===== src/rtl/product_bcd_display_pkg.sv =====
// Shared types and constants for the product BCD display: FSM states,
// conversion length and the active-low 7-segment glyphs.
package product_bcd_display_pkg;

    typedef enum logic [0:0] {
        StIdle,
        StShift
    } state_e;

    // {tens, ones, bin}: two BCD nibbles over the 6-bit binary product.
    localparam int unsigned ShiftW = 14;
    localparam logic [2:0] ConvIters = 3'd6;

    // Bit order {g,f,e,d,c,b,a}, active-low.
    localparam logic [6:0] Seg0     = 7'h40;
    localparam logic [6:0] Seg1     = 7'h79;
    localparam logic [6:0] Seg2     = 7'h24;
    localparam logic [6:0] Seg3     = 7'h30;
    localparam logic [6:0] Seg4     = 7'h19;
    localparam logic [6:0] Seg5     = 7'h12;
    localparam logic [6:0] Seg6     = 7'h02;
    localparam logic [6:0] Seg7     = 7'h78;
    localparam logic [6:0] Seg8     = 7'h00;
    localparam logic [6:0] Seg9     = 7'h10;
    localparam logic [6:0] SegBlank = 7'h7F;

endpackage


===== src/rtl/product_bcd_display_bcd_to_7seg.sv =====
// Combinational BCD digit to active-low 7-segment pattern; non-BCD codes blank.
module bcd_to_7seg
    import product_bcd_display_pkg::*;
(
    input  logic [3:0] bcd_i,
    output logic [6:0] seg_o
);

    always_comb begin
        seg_o = SegBlank;
        unique case (bcd_i)
            4'd0:    seg_o = Seg0;
            4'd1:    seg_o = Seg1;
            4'd2:    seg_o = Seg2;
            4'd3:    seg_o = Seg3;
            4'd4:    seg_o = Seg4;
            4'd5:    seg_o = Seg5;
            4'd6:    seg_o = Seg6;
            4'd7:    seg_o = Seg7;
            4'd8:    seg_o = Seg8;
            4'd9:    seg_o = Seg9;
            default: seg_o = SegBlank;
        endcase
    end

endmodule


===== src/rtl/product_bcd_display.sv =====
// Strobed 6-bit product -> two BCD digits via sequential double-dabble, shown on a
// 4-digit multiplexed active-low 7-segment display with leading-zero blanking.
module product_bcd_display
    import product_bcd_display_pkg::*;
#(
    parameter int unsigned REFRESH_BITS = 17
) (
    input  logic       clk,
    input  logic       rst,
    input  logic [5:0] p,
    input  logic       p_valid,
    output logic       busy,
    output logic       done,
    output logic [6:0] seg,
    output logic [3:0] an
);

    state_e                  state_q, state_d;
    logic [ShiftW-1:0]       sh_q, sh_d, adj;
    logic [2:0]              cnt_q, cnt_d;
    logic [3:0]              tens_q, tens_d, ones_q, ones_d;
    logic                    vld_q, vld_d;
    logic                    done_q, done_d;
    logic [REFRESH_BITS-1:0] refresh_q, refresh_d;
    logic [3:0]              an_q, an_d;
    logic [6:0]              seg_q, seg_d;
    logic [1:0]              sel;
    logic [3:0]              digit;
    logic [6:0]              digit_seg;

    always_comb begin
        state_d = state_q;
        sh_d    = sh_q;
        cnt_d   = cnt_q;
        tens_d  = tens_q;
        ones_d  = ones_q;
        vld_d   = vld_q;
        done_d  = 1'b0;
        adj     = sh_q;
        unique case (state_q)
            StIdle: begin
                if (p_valid) begin
                    sh_d    = {8'd0, p};
                    cnt_d   = ConvIters;
                    state_d = StShift;
                end
            end
            StShift: begin
                if (adj[13:10] >= 4'd5) adj[13:10] = adj[13:10] + 4'd3;
                if (adj[9:6] >= 4'd5)   adj[9:6]   = adj[9:6] + 4'd3;
                sh_d  = adj << 1;
                cnt_d = cnt_q - 3'd1;
                // Last shift: the nibbles are final on this edge.
                if (cnt_q == 3'd1) begin
                    tens_d  = sh_d[13:10];
                    ones_d  = sh_d[9:6];
                    vld_d   = 1'b1;
                    done_d  = 1'b1;
                    state_d = StIdle;
                end
            end
            default: state_d = StIdle;
        endcase
    end

    assign sel       = refresh_q[REFRESH_BITS-1 -: 2];
    assign digit     = (sel == 2'd1) ? tens_q : ones_q;
    assign refresh_d = refresh_q + {{(REFRESH_BITS-1){1'b0}}, 1'b1};

    bcd_to_7seg u_bcd_to_7seg (
        .bcd_i (digit),
        .seg_o (digit_seg)
    );

    always_comb begin
        an_d  = 4'b1111;
        seg_d = SegBlank;
        if (vld_q) begin
            unique case (sel)
                2'd0: begin
                    an_d  = 4'b1110;
                    seg_d = digit_seg;
                end
                2'd1: begin
                    if (tens_q != 4'd0) begin
                        an_d  = 4'b1101;
                        seg_d = digit_seg;
                    end
                end
                default: ;
            endcase
        end
    end

    always_ff @(posedge clk or posedge rst) begin
        if (rst) begin
            state_q   <= StIdle;
            sh_q      <= '0;
            cnt_q     <= '0;
            tens_q    <= '0;
            ones_q    <= '0;
            vld_q     <= 1'b0;
            done_q    <= 1'b0;
            refresh_q <= '0;
            an_q      <= 4'b1111;
            seg_q     <= SegBlank;
        end else begin
            state_q   <= state_d;
            sh_q      <= sh_d;
            cnt_q     <= cnt_d;
            tens_q    <= tens_d;
            ones_q    <= ones_d;
            vld_q     <= vld_d;
            done_q    <= done_d;
            refresh_q <= refresh_d;
            an_q      <= an_d;
            seg_q     <= seg_d;
        end
    end

    assign busy = (state_q == StShift);
    assign done = done_q;
    assign seg  = seg_q;
    assign an   = an_q;

endmodule


===== config.mk =====
export PLATFORM = sky130hd
export DESIGN_NAME = product_bcd_display
export DESIGN_NICKNAME = d
export VERILOG_FILES = /design/src/rtl/product_bcd_display_pkg.sv /design/src/rtl/product_bcd_display_bcd_to_7seg.sv /design/src/rtl/product_bcd_display.sv
export SDC_FILE = /design/constraint.sdc
export NUM_CORES = 1
export LEC_CHECK = 0
export CELL_PAD_IN_SITES_DETAIL_PLACEMENT = 1
export CELL_PAD_IN_SITES_GLOBAL_PLACEMENT = 1
export CORE_ASPECT_RATIO = 0.75
export CORE_MARGIN = 2
export CORE_UTILIZATION = 49
export CTS_BUF_LIST = sky130_fd_sc_hd__clkbuf_16
export CTS_CLUSTER_SIZE = 30
export DETAILED_ROUTE_END_ITERATION = 16
export GPL_ROUTABILITY_DRIVEN = 0
export PLACE_DENSITY = 0.89
export SLEW_MARGIN = 20
export SYNTH_ARGS = -nofsm -noshare
export SYNTH_HDL_FRONTEND = slang
export SYNTH_SLANG_ARGS = --single-unit
export TNS_END_PERCENT = 10

===== constraint.sdc =====
create_clock -name clk -period 2.6 [get_ports clk]
set_clock_uncertainty 0.15 [all_clocks]
set_input_delay 0.52 -clock clk [delete_from_list [all_inputs] [get_ports clk]]
set_output_delay 0.52 -clock clk [all_outputs]
set_load 0.02 [all_outputs]

### Word-level counts from Yosys, hierarchy flattened

Memories as Yosys holds them, arrays and structs flattened.
Index checks and enable logic that the tools add are counted.

| operators by class | value |
|---|---|
| $add $sub $neg | 4 |
| multiply operators | 0 |
| divide/modulo/power cells | 0 |
| order comparisons | 2 |
| eq/ne operators | 3 |
| shift operators | 0 |
| muxes and demuxes | 18 |
| bitwise gates (word level) | 1 |
| reduce and logical (&&, ||, !) cells | 3 |

Operators by type and width:

| operator | number |
|---|---|
| $pmux W14 S2 | 1 |
| $add A17 B1 Y17 const B | 1 |
| $mux W14 | 1 |
| $mux W7 | 2 |
| $pmux W7 S2 | 1 |
| $ge A4 B3 Y1 const B | 2 |
| $mux W4 | 2 |
| $mux W3 | 2 |
| $pmux W3 S2 | 1 |
| $add A4 B2 Y4 const B | 1 |
| $mux W1 | 4 |
| $mux W2 | 2 |
| $pmux W2 S2 | 1 |
| $reduce_bool A4 Y1 | 1 |
| $add A3 B2 Y3 const B | 1 |
| $eq A3 B1 Y1 const B | 1 |
| $sub A3 B1 Y3 const B | 1 |
| $eq A2 B1 Y1 const B | 1 |
| $logic_not A2 Y1 | 1 |
| $ne A2 B2 Y1 const B | 1 |
| $pmux W1 S2 | 1 |
| $reduce_and A2 Y1 | 1 |
| $not A1 Y1 | 1 |

| storage, ports and cells | value |
|---|---|
| register bits after elaboration | 56 |
| latch bits | 0 |
| bits in writable memories | 0 |
| ROM bits | 112 |
| output and inout bits | 13 |
| logic and storage cells | 42 |
| memories kept | 1 |

Memory list:

| name | words | width | rd ports | clocked after memory_dff | write ports | line | RTL |
|---|---|---|---|---|---|---|---|
| (name not given) | 16 | 7 | 1 | 0 | 0 | product_bcd_display_bcd_to_7seg.sv:11 | `unique case (bcd_i)` |

### Depth between registers and ports, before layout

An unclocked memory read counts as a cell.

| logic depth | value |
|---|---|
| depth after elaboration | 6 |
| gate-level depth with buffers | 8 |
| depth with buffers taken out | 7 |

### By module

From an unflattened synthesis, not the netlist that was laid out.

| unflattened totals | value |
|---|---|
| cell total of the unflattened synthesis | 244 |
| area total of the unflattened synthesis | 2641.3 sq um |

Modules (own cells, without submodules):

| module | instances | cells each | area an instance (sq um) | seq. area each (sq um) |
|---|---|---|---|---|
| product_bcd_display | 1 | 211 | 2431.1 | 1362.6 |
| bcd_to_7seg | 1 | 33 | 210.2 | 0.0 |

### Worst setup path before layout

Ideal clock, no wire load.

| timing | value |
|---|---|
| path type | reg-to-reg |
| start point | register refresh_q[16] |
| end point | register seg_q[1] (netlist: seg[1]) |
| setup time | 102 ps |
| arrival time | 1503 ps |
| data required time | 2348 ps |
| setup slack | 845 ps |
| cell stages (with the launch flop) | 6 |
| path through | dfrtp_1 > nand2b_1 > buf_6 > mux2_4 > a221oi_4 > o311ai_1 |

| between the ends | value |
|---|---|
| cells in the longest elaborated chain, start to end | 6 |

RTL lines:

| element | line | RTL |
|---|---|---|
| start: declaration | product_bcd_display.sv:24 | `logic [REFRESH_BITS-1:0] refresh_q, refresh_d;` |
| start signal: assignment | product_bcd_display.sv:115 | `refresh_q <= refresh_d;` |
| $eq A2 B1 Y1 | product_bcd_display.sv:67, product_bcd_display.sv:79 |  |
| $mux W4 | product_bcd_display.sv:67 | `assign digit = (sel == 2'd1) ? tens_q : ones_q;` |
| $mem_v2 Z16 W7 | -- |  |
| $mux W7 | product_bcd_display.sv:85 | `if (tens_q != 4'd0) begin` |
| $pmux W7 S2 * | product_bcd_display.sv:79 | `unique case (sel)` |
| $mux W7 * | product_bcd_display.sv:78 | `if (vld_q) begin` |
| net seg_d[1] | product_bcd_display.sv:26 | `logic [6:0] seg_q, seg_d;` |
| end signal: assignment | product_bcd_display.sv:106 | `seg_q <= SegBlank;` |
| end signal: assignment | product_bcd_display.sv:117 | `seg_q <= seg_d;` |
| end: declaration | product_bcd_display.sv:26 |  |

The timed path passes the listed nets; every way through them passes the cells marked *.
A chain may end at the register's enable or synchronous reset.

### Worst setup path in the final report

| timing | value |
|---|---|
| start point | register seg_q[3] (netlist: seg[3]) |
| end point | output seg[3] |

RTL lines:

| element | line | RTL |
|---|---|---|
| end: declaration | product_bcd_display.sv:14 | `output logic [6:0] seg,` |

No word-level cell between the ends.

==> metrics.txt <==
# TYPE chip_impl_metric gauge
chip_impl_metric{name="finalCriticalPeriod",unit="ns"} 2.07
chip_impl_metric{name="use_met1",unit="%"} 28.7
chip_impl_metric{name="final_core_utilization",unit="%"} 57.8
chip_impl_metric{name="vias_per_cell",unit=""} 5.34
chip_impl_metric{name="post_synth_instance_area",unit="mm²"} 0.00262
chip_impl_info{name="post_synth_main_area_contributors",value="sky130_fd_sc_hd__dfrtp_1 (43%), sky130_fd_sc_hd__dfstp_2 (9.0%), sky130_fd_sc_hd__mux2i_1 (5.7%)"} 1
chip_impl_metric{name="power_dens_cells",unit="mW/mm²"} 1070
chip_impl_metric{name="postRouteWirelength",unit="µm"} 5450
chip_impl_metric{name="vias",unit=""} 1820
chip_impl_metric{name="wl_per_cell",unit="µm"} 16.0
chip_impl_metric{name="synth_seq_area_share",unit="%"} 52.1
chip_impl_info{name="timing.critical_path.max_delay_family",value="buffers and inverters"} 1
chip_impl_metric{name="count_of_unresolved_drc_violations_after_routing",unit=""} 0
chip_impl_metric{name="postSynthAreaPerCell",unit="µm²"} 10.6
chip_impl_metric{name="die_w",unit="µm"} 88.4
chip_impl_metric{name="power_frac_clock",unit="%"} 19.5
chip_impl_metric{name="h-tree-depth",unit=""} 2
chip_impl_metric{name="flow.area_growth_from_synthesis",unit="%"} 15.6
chip_impl_metric{name="hpwlAfterDp",unit="µm"} 3930
chip_impl_metric{name="antenna_violations_before_repair",unit=""} 0
chip_impl_info{name="rsz_0062_raised_after_global_routing",value="false"} 1
chip_impl_metric{name="cts.sinks",unit=""} 54
chip_impl_metric{name="rrSetupSlack",unit="ns"} 0.60
chip_impl_metric{name="route.antenna.remaining_nets",unit=""} 0
chip_impl_info{name="path_cells",value="clkdlybuf4s50_1"} 1
chip_impl_metric{name="fin_worst_hold_slack",unit="ns"} 0.308
chip_impl_metric{name="max_clock_freq",unit="MHz"} 482
chip_impl_metric{name="critical_path_required",unit="ns"} 1.93
chip_impl_info{name="timing.critical_path.from_type",value="flop"} 1
chip_impl_metric{name="timing.setup.tns",unit="ns"} 0
chip_impl_metric{name="design.core.area",unit="mm²"} 0.00524
chip_impl_metric{name="maxCapViolCount",unit=""} 0
chip_impl_metric{name="timing_hold_violations_final",unit=""} 0
chip_impl_metric{name="setup_viol",unit=""} 0
chip_impl_info{name="most_common_library_cell_in_the_layout_ignoring_fill_and_taps",value="sky130_fd_sc_hd__dfrtp_1"} 1
chip_impl_info{name="busiest_layer",value="met2"} 1
chip_impl_info{name="cts_tree",value="built"} 1
chip_impl_metric{name="yosys.area.top_type_share",unit="%"} 43.0
chip_impl_metric{name="critPathMaxStageDelay",unit="ns"} 0.59
chip_impl_metric{name="dieArea",unit="mm²"} 0.00595
chip_impl_metric{name="leakagePower",unit="µW"} 0.00141
chip_impl_metric{name="global_route_wire_length_before_repair",unit="µm"} 9430
chip_impl_info{name="hold_path.class",value="in -> async"} 1
chip_impl_metric{name="drtPass1Iterations",unit=""} 4
chip_impl_info{name="root_buffer",value="sky130_fd_sc_hd__clkbuf_16"} 1
chip_impl_info{name="worst_path_cell_with_the_longest_stage_delay",value="sky130_fd_sc_hd__clkdlybuf4s50_1"} 1
chip_impl_info{name="post-synth-top-area-cell",value="sky130_fd_sc_hd__dfrtp_1"} 1
chip_impl_metric{name="layout-drive-gt1-share",unit="%"} 10.5
chip_impl_metric{name="total_switching_power",unit="µW"} 1200
chip_impl_metric{name="timing_worst_slew_pin_value",unit="ns"} 0.622
chip_impl_metric{name="cts-hold-fix-buffers",unit=""} 0
chip_impl_metric{name="finish.instance_area",unit="mm²"} 0.00303
chip_impl_metric{name="nNetsFinal",unit=""} 281
chip_impl_metric{name="path_max_fanout",unit=""} 1
chip_impl_info{name="mostFrequentLayoutCells",value="sky130_fd_sc_hd__dfrtp_1 (45), sky130_fd_sc_hd__nand2_1 (22), sky130_fd_sc_hd__clkdlybuf4s50_1 (19)"} 1
chip_impl_metric{name="internal-power",unit="µW"} 2060
chip_impl_metric{name="floorplan.initialDensity",unit="%"} 50.0
chip_impl_metric{name="cts.reportedPaths.clkPinSlew",unit="ns"} 0.07
chip_impl_metric{name="power_frac_comb",unit="%"} 39.0
chip_impl_metric{name="postSynthRegisterBits",unit=""} 54
chip_impl_metric{name="ioPinCount",unit=""} 22
chip_impl_metric{name="relSlewSlack",unit="%"} 58.2
chip_impl_metric{name="chipHeight",unit="µm"} 67.3
chip_impl_metric{name="total_global_routing_track_utilization",unit="%"} 21.1
chip_impl_metric{name="data_arrival_time_at_the_worst_slack_endpoint",unit="ns"} 1.40
chip_impl_metric{name="number_of_buffers_between_clock_root_and_the_deepest_sink",unit=""} 2
chip_impl_metric{name="critical_path.n_buffers_inverters",unit=""} 1
chip_impl_metric{name="ff2ff_path_depth",unit=""} 4
chip_impl_metric{name="synth.yosys.warnings",unit=""} 0
chip_impl_info{name="timing.rr.end",value="seg[1]"} 1
chip_impl_metric{name="syn-instance-count",unit=""} 246
chip_impl_metric{name="clock_latency",unit="ns"} 0.30
chip_impl_metric{name="postCtsResizedCells",unit=""} 0
chip_impl_metric{name="synth_cell_type_count",unit=""} 43
chip_impl_metric{name="timing.final.crit_share",unit="%"} 79.8
chip_impl_info{name="reg2reg_from",value="refresh_q[15]"} 1
chip_impl_metric{name="post_cts_buffers",unit=""} 0
chip_impl_metric{name="via_count_of_the_first_global_routing_pass",unit=""} 1899
chip_impl_metric{name="num_cts_buffers",unit=""} 5
chip_impl_metric{name="buffer_ports.inserted",unit=""} 19
chip_impl_info{name="timing.critical_path.to_type",value="output pin"} 1
chip_impl_metric{name="core.rowCount",unit=""} 23
chip_impl_info{name="outcome",value="complete, no violations"} 1
chip_impl_info{name="setup.worst_path.class",value="reg -> out"} 1
chip_impl_metric{name="switching_fraction",unit="%"} 36.8
chip_impl_metric{name="grt_start_max_net_pins",unit=""} 30
chip_impl_metric{name="grt_util_met3",unit="%"} 4.16
chip_impl_metric{name="vdd.ir_drop.worst",unit="mV"} 0.419
chip_impl_metric{name="post-layout-total-power",unit="µW"} 3250
chip_impl_metric{name="final-max-slew-violation-count",unit=""} 0
chip_impl_metric{name="grt_use_met2",unit="%"} 33.6
chip_impl_metric{name="antenna_cells_inserted",unit=""} 0
chip_impl_metric{name="gr-total-overflow",unit=""} 0
chip_impl_metric{name="sequentialPowerShare",unit="%"} 41.5
chip_impl_metric{name="post_dp_area",unit="mm²"} 0.00289
chip_impl_metric{name="drtIter0Drc",unit=""} 72
-- flip-flops by register name (all words and copies together) (netlist names) --
register,count
an,2
busy,1
cnt_q,3
done,1
ones_q,4
refresh_q,17
seg,7
sh_q,14
tens_q,4
vld_q,1
-- worst reg2reg max path, stage by stage (launching register included) --
cell	delay (ns)
sky130_fd_sc_hd__dfrtp_1	0.51
sky130_fd_sc_hd__nand2b_1	0.26
sky130_fd_sc_hd__mux2_4	0.40
sky130_fd_sc_hd__a221oi_4	0.40
sky130_fd_sc_hd__o311ai_1	0.18
-- synth_stat cells (all sizes together) --
cell type / count
nor2: 13
nor3b: 3
a221oi: 2
nor4bb: 1
and2: 1
and4: 2
inv: 11
mux2: 4
buf: 6
dfstp: 9
conb: 1
nand2b: 11
mux2i: 15
a21oi: 8
nor2b: 1
ha: 7
or4bb: 1
o21ai: 15
xnor2: 13
nor3: 6
o31ai: 4
o311ai: 1
dfrtp: 45
a31oi: 2
clkbuf: 7
nor4: 3
nand3: 9
nand4: 3
a21o: 3
o21a: 1
xor2: 8
or2: 2
and3: 4
a22o: 1
nand2: 22
nand3b: 1
-- power by group through the flow --
stage	combinational (µW)	sequential, µW	clock [µW]
global placement	1190	1340	0
finish	1270	1350	636
floorplan	859	1360	0
CTS	1280	1350	653
detailed placement	1260	1360	0
global route	1430	1390	681
-- logic make-up (layout without fill, tap and decap cells) --
logic type	Yosys count	count (layout)	share of synthesized area [%]
xor gates and xnor gates	21	21	7.03
adders and majority gates	7	7	3.35
muxes	19	19	7.60
AOI/OAI and AO/OA	37	37	9.18
DFF	54	54	52.1
other	1	2	0.143
buffers and inverters	24	43	4.11
and+or+nand+nor	83	83	16.5
-- layout make-up --
class	count	area, µm²
Inverter	11	41.3
Multi-Input combinational cell	169	1150
Clock buffer	5	125
Sequential cell	54	1360
Clock inverter	3	12.5
Timing Repair Buffer	24	240
Fill cell	586	2210
Tap cell	75	93.8
-- routing by layer --
metal / vias up / share of wire, %
met1: 912 / 48
met4: 0 / 2.0
met3: 10 / 2.5
met5: - / 0
met2: 27 / 47
li1: 871 / -
-- worst max-delay path by stage --
| stage | start | to | slack (ns) | depth (start not counted) |
|---|---|---|---|---|
| 4_1_cts | seg[3] | seg[3] | 0.51 | 1 |
| 2_1_floorplan | rst | busy | 0.63 | 1 |
| 3_5_place_dp | p_valid | sh_q[13] | 0.55 | 4 |
| 5_1_grt | refresh_q[15] | seg[1] | 0.46 | 4 |
| 6_report | seg[3] | seg[3] | 0.53 | 1 |
| 3_3_place_gp | p_valid | sh_q[13] | 0.59 | 4 |
-- per-stage QoR --
step | setup WS (ns) | cells
final | 0.525 | 341
after global placement | 0.590 | 333
after floorplan | 0.630 | 247
after detailed placement | 0.551 | 333
after CTS | 0.511 | 341
after global routing | 0.461 | 341
No activity file was read; power rests on OpenSTA's default activity.
